`src/rtl/maxpool2x2_stream_pkg.sv`:
```
// Shared definitions for the 2x2 max-pooling stage: LeNet-5 map sizes and block positions.
package maxpool2x2_stream_pkg;

    localparam int unsigned DATA_WIDTH_DEF = 32;

    // Convolution output map widths (C1, C3) and their pooled widths (S2, S4).
    localparam int unsigned C1_W = 28;
    localparam int unsigned C3_W = 10;
    localparam int unsigned S2_W = 14;
    localparam int unsigned S4_W = 5;

    // Position of a pixel inside its 2x2 block: {row parity, col parity}.
    typedef enum logic [1:0] {
        POS_EE = 2'b00,
        POS_EO = 2'b01,
        POS_OE = 2'b10,
        POS_OO = 2'b11
    } blk_pos_e;

    function automatic blk_pos_e blk_pos(input logic row_odd, input logic col_odd);
        return blk_pos_e'({row_odd, col_odd});
    endfunction

endpackage

```
`src/rtl/maxpool2x2_stream_max2.sv`:
```
// Combinational signed maximum of two operands.
module max2_signed #(
    parameter int unsigned DATA_WIDTH = 32
) (
    input  logic [DATA_WIDTH-1:0] a,
    input  logic [DATA_WIDTH-1:0] b,
    output logic [DATA_WIDTH-1:0] y
);

    // Ties return b; both operands carry the same value then.
    always_comb begin
        y = ($signed(a) > $signed(b)) ? a : b;
    end

endmodule

```
`src/rtl/maxpool2x2_stream.sv`:
```
// Streaming 2x2 stride-2 signed max-pool over a raster-order feature map, one channel.
module maxpool2x2_stream
    import maxpool2x2_stream_pkg::*;
#(
    parameter int unsigned DATA_WIDTH = DATA_WIDTH_DEF,
    parameter int unsigned IMG_W      = C1_W,
    parameter int unsigned IMG_H      = C1_W
) (
    input  logic                  clk,
    input  logic                  reset,
    input  logic                  in_valid,
    output logic                  in_ready,
    input  logic [DATA_WIDTH-1:0] in_data,
    output logic                  out_valid,
    input  logic                  out_ready,
    output logic [DATA_WIDTH-1:0] out_data,
    output logic                  out_last
);

    // Column counter keeps at least 2 bits so the row-buffer index (col>>1) is never empty.
    localparam int unsigned CW       = (IMG_W > 2) ? $clog2(IMG_W) : 2;
    localparam int unsigned RW       = (IMG_H > 2) ? $clog2(IMG_H) : 1;
    localparam int unsigned BW       = CW - 1;
    localparam int unsigned RB_DEPTH = IMG_W / 2;

    logic [CW-1:0]         col_q, col_d;
    logic [RW-1:0]         row_q, row_d;
    logic [DATA_WIDTH-1:0] hold_q, hold_d;
    logic                  out_valid_q, out_valid_d;
    logic [DATA_WIDTH-1:0] out_data_q, out_data_d;
    logic                  out_last_q, out_last_d;

    logic [DATA_WIDTH-1:0] rowbuf [RB_DEPTH];
    logic [BW-1:0]         rb_idx;
    logic                  rb_we;
    logic [DATA_WIDTH-1:0] rb_rd;

    logic                  accept;
    logic                  col_last;
    logic                  row_last;
    blk_pos_e              pos;
    logic [DATA_WIDTH-1:0] pair_max;
    logic [DATA_WIDTH-1:0] blk_max;

    // Handshake and position decode for the pixel presented this cycle.
    always_comb begin
        in_ready = !out_valid_q || out_ready;
        accept   = in_valid && in_ready;
        col_last = (col_q == CW'(IMG_W - 1));
        row_last = (row_q == RW'(IMG_H - 1));
        pos      = blk_pos(row_q[0], col_q[0]);
        rb_idx   = col_q[CW-1:1];
        rb_rd    = rowbuf[rb_idx];
    end

    max2_signed #(.DATA_WIDTH(DATA_WIDTH)) u_max_pair (
        .a (hold_q),
        .b (in_data),
        .y (pair_max)
    );

    max2_signed #(.DATA_WIDTH(DATA_WIDTH)) u_max_blk (
        .a (rb_rd),
        .b (pair_max),
        .y (blk_max)
    );

    // Next-state: raster counters, hold register, row-buffer write strobe and output register.
    always_comb begin
        col_d       = col_q;
        row_d       = row_q;
        hold_d      = hold_q;
        out_valid_d = out_valid_q;
        out_data_d  = out_data_q;
        out_last_d  = out_last_q;
        rb_we       = 1'b0;

        if (out_valid_q && out_ready) begin
            out_valid_d = 1'b0;
        end

        if (accept) begin
            if (col_last) begin
                col_d = '0;
                row_d = row_last ? '0 : row_q + RW'(1);
            end else begin
                col_d = col_q + CW'(1);
            end

            case (pos)
                POS_EE, POS_OE: hold_d = in_data;
                POS_EO:         rb_we  = 1'b1;
                POS_OO: begin
                    out_data_d  = blk_max;
                    out_valid_d = 1'b1;
                    out_last_d  = row_last && col_last;
                end
                default: ;
            endcase
        end
    end

    // Control and datapath registers.
    always_ff @(posedge clk or negedge reset) begin
        if (!reset) begin
            col_q       <= '0;
            row_q       <= '0;
            hold_q      <= '0;
            out_valid_q <= 1'b0;
            out_data_q  <= '0;
            out_last_q  <= 1'b0;
        end else begin
            col_q       <= col_d;
            row_q       <= row_d;
            hold_q      <= hold_d;
            out_valid_q <= out_valid_d;
            out_data_q  <= out_data_d;
            out_last_q  <= out_last_d;
        end
    end

    // Row buffer of even-row pair maxima; written on even rows before odd rows read it.
    always_ff @(posedge clk) begin
        if (rb_we) begin
            rowbuf[rb_idx] <= pair_max;
        end
    end

    assign out_valid = out_valid_q;
    assign out_data  = out_data_q;
    assign out_last  = out_last_q;

endmodule

```
`config.mk`:
```
export PLATFORM = sky130hd
export DESIGN_NAME = maxpool2x2_stream
export DESIGN_NICKNAME = d
export VERILOG_FILES = /design/src/rtl/maxpool2x2_stream_pkg.sv /design/src/rtl/maxpool2x2_stream_max2.sv /design/src/rtl/maxpool2x2_stream.sv
export SDC_FILE = /design/constraint.sdc
export NUM_CORES = 1
export LEC_CHECK = 0
export BUFFER_PORTS_ARGS = -buffer_cell sky130_fd_sc_hd__clkbuf_2
export CAP_MARGIN = 10
export CORE_MARGIN = 10
export CORE_UTILIZATION = 45
export DETAILED_ROUTE_END_ITERATION = 16
export PLACE_DENSITY = 0.64
export SLEW_MARGIN = 20
export SYNTH_ARGS = -nofsm -noshare
export SYNTH_HDL_FRONTEND = slang
export SYNTH_SLANG_ARGS = --single-unit
```
`constraint.sdc`:
```
create_clock -name clk -period 4.5 [get_ports clk]
set_input_delay 0 -clock clk [delete_from_list [all_inputs] [get_ports clk]]
set_output_delay 0 -clock clk [all_outputs]
set_load 0.005 [all_outputs]
```
## Yosys cells after proc, flatten, opt, wreduce, memory -nomap -nowiden

Memories as Yosys holds them, arrays and structs flattened.
Index checks and enable logic that the tools add are counted.

| storage, ports and cells | value |
|---|---|
| input port bits | 36 |
| logic and storage cells | 37 |
| bits in registers | 76 |
| bits in writable memories | 448 |
| output and inout bits | 35 |
| bits in latches | 0 |
| memories | 1 |
| memory bits (read-only) | 0 |

Memories:

| memory | depth | width | rd ports | clocked after memory_dff | write ports | RTL line | source |
|---|---|---|---|---|---|---|---|
| rowbuf | 14 | 32 | 1 | 0 | 1 | maxpool2x2_stream.sv:33 | `logic [DATA_WIDTH-1:0] rowbuf [RB_DEPTH];` |

| operators by class | value |
|---|---|
| add/subtract/negate cells | 2 |
| divide/modulo/power cells | 0 |
| bitwise operators | 0 |
| reductions and logical operators | 10 |
| magnitude comparators | 2 |
| multiplexer cells | 11 |
| multiply operators | 0 |
| equal/unequal tests | 5 |
| shifts and indexed selects | 0 |

Operators by type and width:

| operator | number |
|---|---|
| greater-than comparator 32 bit | 2 |
| two-way mux 32 bit | 2 |
| adder 5 x 1 -> 5 bit (second input constant) | 2 |
| equality test 5 bit (second input constant) | 2 |
| two-way mux 5 bit | 2 |
| two-way mux 1 bit | 7 |
| AND reduction 2 bit | 3 |
| equality test 2 bit (second input constant) | 2 |
| logical AND 1 bit | 3 |
| equality test 2 x 1 -> 1 bit (second input constant) | 1 |
| logical NOT 2 bit | 1 |
| OR reduction 2 bit | 1 |
| logical NOT 1 bit | 1 |
| logical OR 1 bit | 1 |

## Depth between registers and ports, before layout

| depth | value |
|---|---|
| depth after elaboration | 6 |
| mapped depth | 20 |
| depth with buffers taken out | 18 |

## Hierarchy

A second synthesis with hierarchy kept.

| second synthesis, totals | value |
|---|---|
| cells, all modules | 1411 |
| area total of the unflattened synthesis | 22648.0 um^2 |

Modules (own cells, without submodules):

| module | cells each | area each (um^2) | seq. area each (um^2) | times used |
|---|---|---|---|---|
| maxpool2x2_stream | 1115 | 20208.1 | 15354.7 | 1 |
| max2_signed | 148 | 1219.9 | 0.0 | 2 |

## Worst setup path before layout

No wires, ideal clock.

| path | value |
|---|---|
| path type | register to register |
| start | reg hold_q[31] |
| end | reg out_data_q[14], in the netlist out_data[14] |
| data arrival time | 4.460 ns |
| buffers on the path | 2 |
| clock period less this slack | 4.597 ns |
| setup slack | -0.097 ns |
| cell stages (with the launch flop) | 19 |
| required time | 4.363 ns |
| path through | dfrtp_1 > ha_1 > and4_1 > nand3_1 > or4_4 > a2bb2oi_1 > o21ai_4 > buf_6 > mux2_4 > inv_1 > ha_1 > nand4_1 > nor4_1 > a21oi_1 > o211ai_1 > mux2i_2 > buf_2 > mux2i_1 > a21oi_1 |

| between the ends | value |
|---|---|
| cells in the longest elaborated chain, start to end | 4 |

Ends and longest elaborated chain:

| element | RTL line | source |
|---|---|---|
| from (decl) | maxpool2x2_stream.sv:28 | `logic [DATA_WIDTH-1:0] hold_q, hold_d;` |
| from (signal assigned) | maxpool2x2_stream.sv:115 | `hold_q <= hold_d;` |
| greater-than comparator 32 bit | maxpool2x2_stream_max2.sv:12 | `y = ($signed(a) > $signed(b)) ? a : b;` |
| two-way mux 32 bit | maxpool2x2_stream_max2.sv:12 |  |
| via pair_max[27] | maxpool2x2_stream.sv:42 | `logic [DATA_WIDTH-1:0] pair_max;` |
| greater-than comparator 32 bit | maxpool2x2_stream_max2.sv:12 |  |
| two-way mux 32 bit | maxpool2x2_stream_max2.sv:12 |  |
| to (signal assigned) | maxpool2x2_stream.sv:117 | `out_data_q <= out_data_d;` |
| to (decl) | maxpool2x2_stream.sv:30 | `logic [DATA_WIDTH-1:0] out_data_q, out_data_d;` |

The timed path passes the listed nets, and every way through them passes these cells.
A chain may end at the register's enable or synchronous reset.

## Final worst setup path

| path | value |
|---|---|
| start | reg hold_q[31] |
| end | reg out_data_q[3], in the netlist out_data[3] |

Same word-level chain as after synthesis.

==> flow_metrics.py <==
metrics = {
    "outcome": {
        "outcome": "finished with violations",
        "violations": "negative setup slack",
    },
    "placed_design": {
        "gp_congestion": 0.826,
        "placed_cell_area_um2": 24800,
        "hpwl_um": 34200,
        "portBuffers": 70,
    },
    "detailed_routing": {
        "dr.pass1.iters": 5,
        "drc_errors": 0,
        "final_antenna_net_count": 0,
        "vias": 12400,
        "wirelength_um": 55900,
        "wl_per_cell_um": 25.0,
        "via_per_inst": 5.56,
        "drt_iter0_drc": 982,
    },
    "worst_setup_path": {
        "critical_path.endpoint": "out_data[3]",
        "worstPathCellList": "ha_4 -> and4_4 -> nand3_4 -> or4_4 -> a31oi_4 -> o21ai_4 -> buf_12 -> buf_12 -> mux2_4 -> inv_1 -> ha_1 -> nand4_1 -> buf_4 -> a21oi_4 -> nor4_4 -> buf_4 -> o211ai_1 -> mux2i_4 -> buf_12 -> buf_12 -> mux2i_4 -> a21oi_1",
        "r2r_slack_ns": -0.31,
        "slowest_stage": "or4_4",
        "r2r_start": "hold_q[31]",
        "crit_path_end_kind": "register",
        "path_class": "reg -> reg",
        "r2r_end": "out_data[3]",
        "startpoint": "hold_q[31]",
        "arrival_ns": 5.26,
        "path_max_fanout": 7,
        "worstRegToRegCells": 22,
        "cpPeakStageDelay_ns": 0.55,
        "critical_path.most_common_cell": "buf_12",
        "cp-start-kind": "register",
        "required_ns": 4.95,
    },
    "worst_hold_path": {
        "worstHoldStart": "in_data[4]",
        "hold_class": "in -> reg",
    },
    "cts": {
        "clockBufferDepth": 3,
        "numCtsBuffers": 54,
        "clock_tree.root_cell": "clkbuf_16",
        "cts_tree": "yes",
        "cts_max_level": 2,
        "cts.sinks": 524,
        "clk_pin_slew_ns": 0.06,
        "clock_latency_ns": 0.60,
    },
    "sta": {
        "hold_viol": 0,
        "tightest_slew_ns": 0.960,
        "worst_hold_slack_ns": 0.239,
        "rsz0062_at_grt": "true",
        "slew_headroom_pct": 36.0,
        "period_needed_ns": 4.81,
        "tns_ns": -8.57,
        "setup_viol": 32,
        "clock.fmax_mhz": 208,
        "setup_ws_ns": -0.314,
        "fin_skew_ns": 0.0173,
        "min_period_over_period_pct": 107,
        "drv_slew": 0,
    },
    "synthesis": {
        "yosys-top-cells-count": "448 x edfxtp_1, 127 x mux4_2, 76 x dfrtp_1",
        "synthMuxAreaShare_pct": 18.2,
        "synth_top_family_by_area": "multiplexers",
        "syn_inst": 1239,
        "synth-seq-cells": 524,
        "ys_types": 48,
        "seq_area_frac_synth_pct": 69.0,
        "yosys.area_share.simple_pct": 3.35,
        "synth-compound-area-share_pct": 3.44,
        "synth_area_um2": 22300,
        "synth.top_cell.area_share_pct": 60.5,
        "synthAdderAreaFrac_pct": 3.71,
        "synth_edf_count": 448,
        "synth.most_common_cell": "edfxtp_1",
        "synth-xor-area-share_pct": 0.0394,
        "syn_avg_cell_area_um2": 18.0,
        "synthTopCellsByArea": "edfxtp_1 60%, mux4_2 13%, dfrtp_1 8.5%",
        "synth_nets": 1341,
        "async_flop_share_pct": 14.5,
        "yosysTopAreaCell": "edfxtp_1",
        "ys_warn_count": 0,
        "ys_dominant_reg_cell": "edfxtp_1",
    },
    "die": {
        "die-area_um2": 58700,
        "num_io_pins": 71,
        "start_util_pct": 45.5,
        "rows": 81,
        "design.core.area_um2": 49000,
        "die_w_um": 242,
        "die_h_um": 242,
    },
    "final_layout": {
        "drive_gt1_share_pct": 38.1,
        "finalInstanceArea_um2": 27600,
        "multi_input_area_um2": 6880,
        "diodes": 0,
        "n_fill_cell": 3708,
        "final_nets": 1627,
        "seq_area_um2": 15400,
        "area_growth_pct": 24.0,
    },
    "pwr": {
        "vdd_drop_max_mv": 0.728,
        "power.internal_uw": 14100,
        "switching_power_uw": 7110,
        "switching_share_pct": 33.5,
        "sequentialPowerShare_pct": 32.8,
        "power_uw": 21200,
        "p_comb_share_pct": 46.5,
        "leakage_uw": 0.0101,
        "pwr-share-clk_pct": 20.7,
        "powerDensity_nw_per_um2": 768,
    },
    "global_route": {
        "antenna_found_initial": 0,
        "grt_pass1_wl_um": 83800,
        "overflow": 0,
        "grt_max_degree": 41,
        "grt_pass1_vias": 12900,
        "grt_usage_pct": 19.1,
    },
    "run": {
        "maxCapViolCount": 0,
    },
}
[critical path: cells and delay by family (launching register included)]
family                     cells  cell delay [ns]
DFF                            1             0.41
AOI/OAI and AO/OA              5             0.76
and+or+nand+nor                5             1.12
adders and majority gates      2             0.56
muxes                          3             0.76
buffers and inverters          7             1.04
[worst min-delay path by stage]
stage	to	slack (ns)	depth (start not counted)
4_1_cts	hold_q[4]	0.20	4
3_3_place_gp	hold_q[9]	0.08	1
5_1_grt	hold_q[8]	0.25	4
2_1_floorplan	col_q[0]	-0.30	0
3_5_place_dp	out_data[10]	0.09	1
6_report	hold_q[4]	0.24	4
[routing by layer]
| metal | share of wire (%) | global-route usage, % |
|---|---|---|
| met1 | 45 | 26.7 |
| met2 | 47 | 30.2 |
| met3 | 6.2 | 3.74 |
| met4 | 2.0 | 4.98 |
| met5 | 0 | 0 |
[placed cells by master (no fill, tap or decap), types with 3 or more instances in the layout]
master,netlist,layout
edfxtp_1,448,448
buf_4,1,149
mux4_2,127,127
dfrtp_1,76,72
clkbuf_2,0,69
nand2_1,61,61
inv_1,68,59
clkbuf_16,0,55
a21oi_1,58,54
ha_1,66,48
o21ai_0,45,42
nor2_1,47,37
mux2_2,37,37
dlygate4sd3_1,0,36
buf_12,0,29
mux2_4,28,28
mux2i_1,33,27
ha_4,0,18
clkbuf_1,34,15
nand4_1,13,13
nand3_1,12,11
nor2_4,0,10
inv_2,0,9
clkbuf_8,0,9
clkinv_2,0,9
a21o_1,6,6
nand2b_1,6,5
clkinv_1,0,5
o21ai_1,1,4
mux2i_4,0,4
nor3_2,0,4
a21oi_2,0,3
o211ai_1,3,3
and2_1,3,3
mux2i_2,1,3
bufinv_16,0,3
buf_16,0,3
[registers in the layout (all words and copies together) (netlist names)]
signal and cells:
row_q 5, out_data 32, hold_q 32, rowbuf 448, out_valid 1, out_last 1
col_q 5
[cells by family (layout without fill, tap and decap cells)]
group                    Yosys count  after routing
XOR/XNOR                           1              1
buffers and inverters            126            457
AND/OR/NAND/NOR                  163            163
multiplexers                     226            226
AO/OA/AOI/OAI                    133            133
adder cells (fa/ha/maj)           66             66
flip-flops                       524            524
[through the flow]
| stage | worst slack (ns) | utilization (%) | cells |
|---|---|---|---|
| after floorplan | 0.00839 | - | 1239 |
| after global placement | -0.352 | 50.7 | 2072 |
| after detailed placement | -0.531 | 50.7 | 2072 |
| after CTS | -0.189 | 56.1 | 2231 |
| after global routing | -0.512 | 56.4 | 2234 |
| final | -0.314 | 56.4 | 2234 |
[power groups by stage]
| stage | logic (uW) | clock network (uW) | registers, uW |
|---|---|---|---|
| after floorplan | 5160 | 0 | 6850 |
| final | 9850 | 4390 | 6950 |
| after detailed placement | 8710 | 0 | 7040 |
| after global placement | 8520 | 0 | 7010 |
| after CTS | 9610 | 4460 | 6950 |
| after global routing | 10600 | 4670 | 7000 |
[layout make-up]
| type | count | share of cell area, % |
|---|---|---|
| flip-flops and latches | 524 | 55.7 |
| clock buffers | 79 | 5.64 |
| repair buffers | 288 | 9.10 |
| well taps | 664 | 3.01 |
| multi-input cells | 589 | 24.9 |
| inverters | 68 | 0.925 |
| clock inverters | 22 | 0.707 |
[repair_timing]
item,4_1_cts,5_1_grt
hold buffers,37,0
endpoints found under the hold margin,265,0
pin swaps,38,9
gates cloned,3,0
setup endpoints to repair,32,32
buffers inserted,19,3
gates resized for setup,53,18
No activity file was read; power rests on OpenSTA's default activity.
